===== src/rtl/vga_timing_gen.sv =====
// VGA raster timing in the boardCLK domain. vgaCLK is edge-detected as data to form pixelTick.
// Optional tick watchdog (tickError output) is built when VGA_TICK_WATCHDOG_EN is defined.
module vga_timing_gen #(
  parameter int unsigned H_ACTIVE = 640,
  parameter int unsigned H_FP     = 16,
  parameter int unsigned H_SYNC   = 96,
  parameter int unsigned H_BP     = 48,
  parameter int unsigned V_ACTIVE = 480,
  parameter int unsigned V_FP     = 10,
  parameter int unsigned V_SYNC   = 2,
  parameter int unsigned V_BP     = 33,
  parameter bit          SYNC_POL = 1'b0
) (
  input  logic       boardCLK,
  input  logic       reset,
  input  logic       vgaCLK,
  input  logic       enable,
  output logic       pixelTick,
  output logic       hsync,
  output logic       vsync,
  output logic       videoOn,
  output logic [9:0] pixelX,
  output logic [9:0] pixelY,
  output logic       frameStart
`ifdef VGA_TICK_WATCHDOG_EN
  ,
  output logic       tickError
`endif
);

  localparam int unsigned CW       = 10;
  localparam int unsigned H_TOTAL  = H_ACTIVE + H_FP + H_SYNC + H_BP;
  localparam int unsigned V_TOTAL  = V_ACTIVE + V_FP + V_SYNC + V_BP;
  localparam int unsigned HS_START = H_ACTIVE + H_FP;
  localparam int unsigned HS_END   = HS_START + H_SYNC - 1;
  localparam int unsigned VS_START = V_ACTIVE + V_FP;
  localparam int unsigned VS_END   = VS_START + V_SYNC - 1;

  logic          vga_prev;
  logic          advance;
  logic          x_last;
  logic          y_last;
  logic [CW-1:0] x_nxt;
  logic [CW-1:0] y_nxt;
  logic          hs_on;
  logic          vs_on;
  logic          vid_on;

  // Next-state counters and decode, so registered syncs line up with the counters
  always_comb begin
    advance = pixelTick & enable;
    x_last  = (pixelX == CW'(H_TOTAL - 1));
    y_last  = (pixelY == CW'(V_TOTAL - 1));
    x_nxt   = x_last ? '0 : pixelX + CW'(1);
    y_nxt   = pixelY;
    if (x_last) begin
      y_nxt = y_last ? '0 : pixelY + CW'(1);
    end
    hs_on  = (x_nxt >= CW'(HS_START)) && (x_nxt <= CW'(HS_END));
    vs_on  = (y_nxt >= CW'(VS_START)) && (y_nxt <= CW'(VS_END));
    vid_on = (x_nxt < CW'(H_ACTIVE)) && (y_nxt < CW'(V_ACTIVE));
  end

  // vga_prev resets high so a vgaCLK already high at release is not an edge
  always_ff @(posedge boardCLK or negedge reset) begin
    if (!reset) begin
      vga_prev   <= 1'b1;
      pixelTick  <= 1'b0;
      pixelX     <= '0;
      pixelY     <= '0;
      hsync      <= ~SYNC_POL;
      vsync      <= ~SYNC_POL;
      videoOn    <= 1'b0;
      frameStart <= 1'b0;
    end else begin
      vga_prev   <= vgaCLK;
      pixelTick  <= vgaCLK & ~vga_prev;
      frameStart <= 1'b0;
      if (advance) begin
        pixelX     <= x_nxt;
        pixelY     <= y_nxt;
        hsync      <= hs_on ? SYNC_POL : ~SYNC_POL;
        vsync      <= vs_on ? SYNC_POL : ~SYNC_POL;
        videoOn    <= vid_on;
        frameStart <= x_last & y_last;
      end
    end
  end

`ifdef VGA_TICK_WATCHDOG_EN
  localparam int unsigned GAP_W    = 8;
  localparam int unsigned GAP_LIMIT = 16;

  logic [GAP_W-1:0] gap_cnt;

  // Gap counter saturates so a stalled divider cannot wrap back under the limit
  always_ff @(posedge boardCLK or negedge reset) begin
    if (!reset) begin
      gap_cnt   <= '0;
      tickError <= 1'b0;
    end else begin
      if (pixelTick) begin
        gap_cnt <= '0;
      end else if (gap_cnt != {GAP_W{1'b1}}) begin
        gap_cnt <= gap_cnt + GAP_W'(1);
      end
      if (enable && (gap_cnt >= GAP_W'(GAP_LIMIT))) begin
        tickError <= 1'b1;
      end
    end
  end
`endif

endmodule


===== config.mk =====
export PLATFORM = sky130hd
export DESIGN_NAME = vga_timing_gen
export DESIGN_NICKNAME = d
export VERILOG_FILES = /design/src/rtl/vga_timing_gen.sv
export SDC_FILE = /design/constraint.sdc
export NUM_CORES = 1
export LEC_CHECK = 0
export CAP_MARGIN = 15
export CORE_MARGIN = 2
export CORE_UTILIZATION = 52
export DETAILED_ROUTE_END_ITERATION = 10
export PLACE_DENSITY = 0.75
export SYNTH_ARGS = -nofsm -noshare
export SYNTH_HDL_FRONTEND = slang
export SYNTH_SLANG_ARGS = --single-unit

===== constraint.sdc =====
create_clock -name boardCLK -period 3.25 [get_ports boardCLK]
set_input_delay 0.325 -clock boardCLK [delete_from_list [all_inputs] [get_ports boardCLK]]
set_output_delay 0.325 -clock boardCLK [all_outputs]
set_load 0.01 [all_outputs]

; Word-level counts from Yosys, hierarchy flattened
; Cells that the tools add are included.
[totals]
wordCells = 31
output_inout_bits = 25
in_bits = 4
regBits = 26
[op_classes]
n_eq_ne = 2
n_reduce_logical = 3
n_bitwise = 4
order_cmp = 6
n_addsub = 2
muxes = 6
[ops]
columns = op, count
row1 = $mux W10, 3
row2 = $add A10 B1 Y10 const B, 2
row3 = $eq A10 B10 Y1 const B, 2
row4 = $ge A10 B10 Y1 const B, 1
row5 = $ge A10 B9 Y1 const B, 1
row6 = $le A10 B10 Y1 const B, 1
row7 = $le A10 B9 Y1 const B, 1
row8 = $lt A10 B10 Y1 const B, 1
row9 = $lt A10 B9 Y1 const B, 1
row10 = $and A1 B1 Y1, 3
row11 = $logic_and A1 B1 Y1, 3
row12 = $mux W1, 3
row13 = $not A1 Y1, 1

; Logic depth before layout (Yosys ltp)
[logic_depth]
ltp_word = 6
ltp_mapped = 7

; Worst setup path after synthesis
; No wires, ideal clock.
[synth_timing]
path_type = register to register
startpoint = register pixelX[0]
endpoint = register vsync
setup_time_ns = 0.087
slack_ns = 0.893
path_buffers = 0
synth_period_minus_slack_ns = 2.357
t_arrival_ns = 2.270
path_stages_with_launch = 7
cell_sequence = dfrtp_1 > ha_1 > nand4_1 > or4_4 > or4_1 > a211oi_1 > a31oi_1
[synth_between]
elab_chain_cells = 5
elab_cells_between_ends = 6
cone_classes = 2 x order compare / 1 x eq/ne / 2 x mux / 1 x reduce/logical
[synth_rtl]
columns = element, line
row1 = from (decl), 22  ; output logic [9:0] pixelX,
row2 = from (signal assigned), 80  ; pixelX <= x_nxt;
row3 = $eq A10 B10 Y1 *, 52  ; x_last = (pixelX == CW'(H_TOTAL - 1));
row4 = $mux W10 *, 56  ; if (x_last) begin
row5 = $ge A10 B9 Y1 or $le A10 B9 Y1 (tied branches), 60  ; vs_on = (y_nxt >= CW'(VS_START)) && (y_nxt <= CW'(VS_END));
row6 = $logic_and A1 B1 Y1 *, 60
row7 = $mux W1 *, 83  ; vsync <= vs_on ? SYNC_POL : ~SYNC_POL;
row8 = to (signal assigned), 72  ; vsync <= ~SYNC_POL;
row9 = to (signal assigned), 83
row10 = to (decl), 20  ; output logic vsync,
; Every way passes the cells marked *; elsewhere a longest branch is shown, timed or not.
; A chain may end at the register's enable or synchronous reset.

; Final worst setup path
; Ends and elaborated chain as after synthesis.

==> impl_metrics.tcl <==
set metrics [dict create \
    outcome "complete, no violations" \
    ctsHoldBuffers 0 \
    die_w_um 59.1 \
    synth_top_area_share_pct 36.4 \
    p_per_area_mw_per_mm2 346 \
    coreArea_mm2 0.00298 \
    hold_violations 0 \
    grt_pass1_wl_um 6260 \
    drv_cap 0 \
    timing.setup.tns_ps 0 \
    start_util_pct 53.1 \
    syn_area_mm2 0.00158 \
    fin_cells 241 \
    postSynthCellCount 176 \
    hp-class "in -> async" \
    path_class "reg -> reg" \
    dr.pass1.iters 4 \
    synth_ff_type "dfrtp_1" \
    drt_wl_total_um 3610 \
    grt_setup_unrepaired "no" \
    dieArea_mm2 0.00350 \
    insertion_delay_ps 330 \
    pin_count 29 \
    detail_route.wl_per_cell_um 15.0 \
    clkTransAtPathRegs_ps 140 \
    syn2layout_area_growth_pct 23.2 \
    startpoint_type "flop" \
    yosysUniqueCellTypes 44 \
    period_share_pct 80.8 \
    n_fill_cell 266 \
    vias 1480 \
    synth.net_count 184 \
    synth_seq_cells 26 \
    worst_slew_pin_slew_ps 518 \
    drv_slew 0 \
    drt_iter0_markers 89 \
    critical-path-max-stage-delay_ps 600 \
    antenna_left 0 \
    worst-path-buf-inv 0 \
    ys_seq_area_share_pct 41.4 \
    setup_violations 0 \
    cts-root-buf "clkbuf_4" \
    async_reset_ff_share_pct 100 \
    synth_edf_count 0 \
    numPortBuffers 28 \
    final_nets 217 \
    worstPathRequired_ps 3520 \
    globalRouteTotalUtil_pct 23.0 \
    r2r_start "pixelX[0]$_DFFE_PN0P_" \
    grt_overflow_total 0 \
    crit_path_start "pixelX[0]$_DFFE_PN0P_" \
    grt_pass1_vias 1367 \
    worst_ep_arrival_time_ps 2890 \
    vias_per_cell 6.14 \
    drc 0 \
    gp_congestion 0.905 \
    critPathSlowestCell "or4_4" \
    static-leakage-power_nw 0.763 \
    fin_crit_ps 2630 \
    ir_drop_uv 322 \
    postCtsSetupRepairBufs 0 \
    synth.avg_cell_area_um2 8.98 \
    path_delay_family "simple AND/OR/NAND/NOR gates" \
    grt_max_degree 27 \
    drive_above_1_share_pct 8.65 \
    dpl.hpwl_um 2640 \
    cts.sink_count 26 \
    yosys-top-cells-area "dfrtp_1 (36%), o21ai_0 (5.4%), dfstp_2 (5.0%)" \
    crit_chain "ha_1, nand4_1, or4_4, or4_1, a211oi_1, a31oi_1" \
    reg2reg_slack_ps 620 \
    antenna_found_initial 0 \
    cts_max_path_buffers 2 \
    post_cts_resized 0 \
    r2r_cells 6 \
    yosys.area.top_type "dfrtp_1" \
    relSlewSlack_pct 65.3 \
    placed_cells 236 \
    die_height_um 59.1 \
    path_max_fanout 9 \
    crit_path_end_kind "flop" \
    fmax_mhz 381 \
    cts_buffers 3 \
    rows 20 \
    cts_htree_levels 1 \
    regToRegEndpoint "vsync$_DFFE_PN1P_" \
    ys_warn_count 0 \
    diodes 0 \
    cts_tree "done" \
    fin_worst_skew_ps 6.76 \
]
[state kept, by name, summed over array words and instances, names as in the netlist]
| signal | cells |
|---|---|
| vsync | 1 |
| pixelTick | 1 |
| vga_prev | 1 |
| hsync | 1 |
| frameStart | 1 |
| videoOn | 1 |
| pixelX | 10 |
| pixelY | 10 |
[worst max path at each step]
stage                             end  slack (ps)  cells past startpoint
finish              vsync$_DFFE_PN1P_         620                      6
global route        vsync$_DFFE_PN1P_         450                      6
CTS                 vsync$_DFFE_PN1P_         620                      6
detailed placement  vsync$_DFFE_PN1P_         650                      6
global placement    vsync$_DFFE_PN1P_         820                      6
floorplan           vsync$_DFFE_PN1P_         890                      6
[report_power, final]
| part | switching (W) | internal [W] | total (W) |
|---|---|---|---|
| clock network | 0.0000986 | 0.0000482 | 0.000147 |
| logic | 0.0000583 | 0.0000710 | 0.000129 |
| registers | 0.0000491 | 0.000348 | 0.000397 |
| total | 0.000206 | 0.000467 | 0.000673 |
[worst register-to-register path: cells and delay by family (launching register included)]
kind                     cells  cell delay, ps
adder cells (fa/ha/maj)      1             330
AND/OR/NAND/NOR              3            1370
AO/OA/AOI/OAI                2             360
flip-flops                   1             510
[layout by cell type, fill, tap and decap left out, types with 2 or more instances in the layout]
cell type,n
o41ai_1,3
inv_1,8
and3_1,3
a21o_1,2
dfrtp_1,23
or4_1,3
a22o_1,3
clkdlybuf4s50_1,28
nand4b_1,2
buf_4,4
nand3_1,9
clkbuf_4,3
and2_1,4
xnor2_1,4
nor2b_1,5
dfstp_2,3
nor3_1,5
a21boi_0,2
o31ai_1,5
a21oi_1,5
nand2_1,18
o21ai_0,17
mux2_2,2
a31oi_1,3
nor2_1,14
nand4_1,3
ha_1,4
o2111ai_1,2
mux2i_1,2
nand2b_1,2
[layer usage]
layer  vias to the layer above  global-route usage, %  share of wire [%]
li1                        712                      -                  -
met2                        49                   35.9                 47
met3                         4                   2.62                4.5
met5                         -                      0                  0
met4                         0                   7.47               0.91
met1                       715                   33.5                 48
[stage by stage]
| stage | power [W] | utilization, % | hold WS (ps) | setup WS, ps | area (um2) |
|---|---|---|---|---|---|
| floorplan | 0.000449 | - | 29.4 | 893 | 1580 |
| global placement | 0.000521 | 64.0 | 480 | 817 | 1910 |
| detailed placement | 0.000529 | 64.0 | 479 | 653 | 1910 |
| CTS | 0.000673 | 64.9 | 420 | 622 | 1930 |
| global route | 0.000708 | 65.4 | 349 | 454 | 1950 |
| finish | 0.000673 | 65.4 | 317 | 623 | 1950 |
[layout make-up]
cell class,instances,area (um2),share of cell area (%)
clock buffers,4,26.3,1.35
inverters,8,30.0,1.54
multi-input cells,137,870,44.7
flip-flops and latches,26,654,33.6
well taps,33,41.3,2.12
repair buffers,33,325,16.7
[cells in the mapped netlist, types with 2 or more instances]
cell	n
o2111ai_1	2
nand4_1	3
a22o_1	3
nand2b_1	2
o41ai_1	3
o31ai_1	5
xnor2_1	4
and3_1	3
clkbuf_1	4
nand4b_1	2
nor3_1	5
mux2_2	2
nor2b_1	5
ha_1	4
inv_1	8
mux2i_1	2
or4_1	3
nand2_1	18
a31oi_1	3
nand3_1	9
and2_1	4
dfrtp_1	23
a21boi_0	2
o21ai_0	17
a21o_1	2
a21oi_1	5
nor2_1	14
dfstp_2	3
[kinds of logic after synthesis]
kind of cell / count (synthesis) / synth area share [%]
and+or+nand+nor: 76 / 26.4
AOI/OAI and AO/OA: 48 / 20.0
DFF: 26 / 41.4
buffers and inverters: 13 / 3.56
xor gates and xnor gates: 5 / 2.77
muxes: 4 / 2.69
adders and majority gates: 4 / 3.17
No activity file was read; power rests on OpenSTA's default activity.
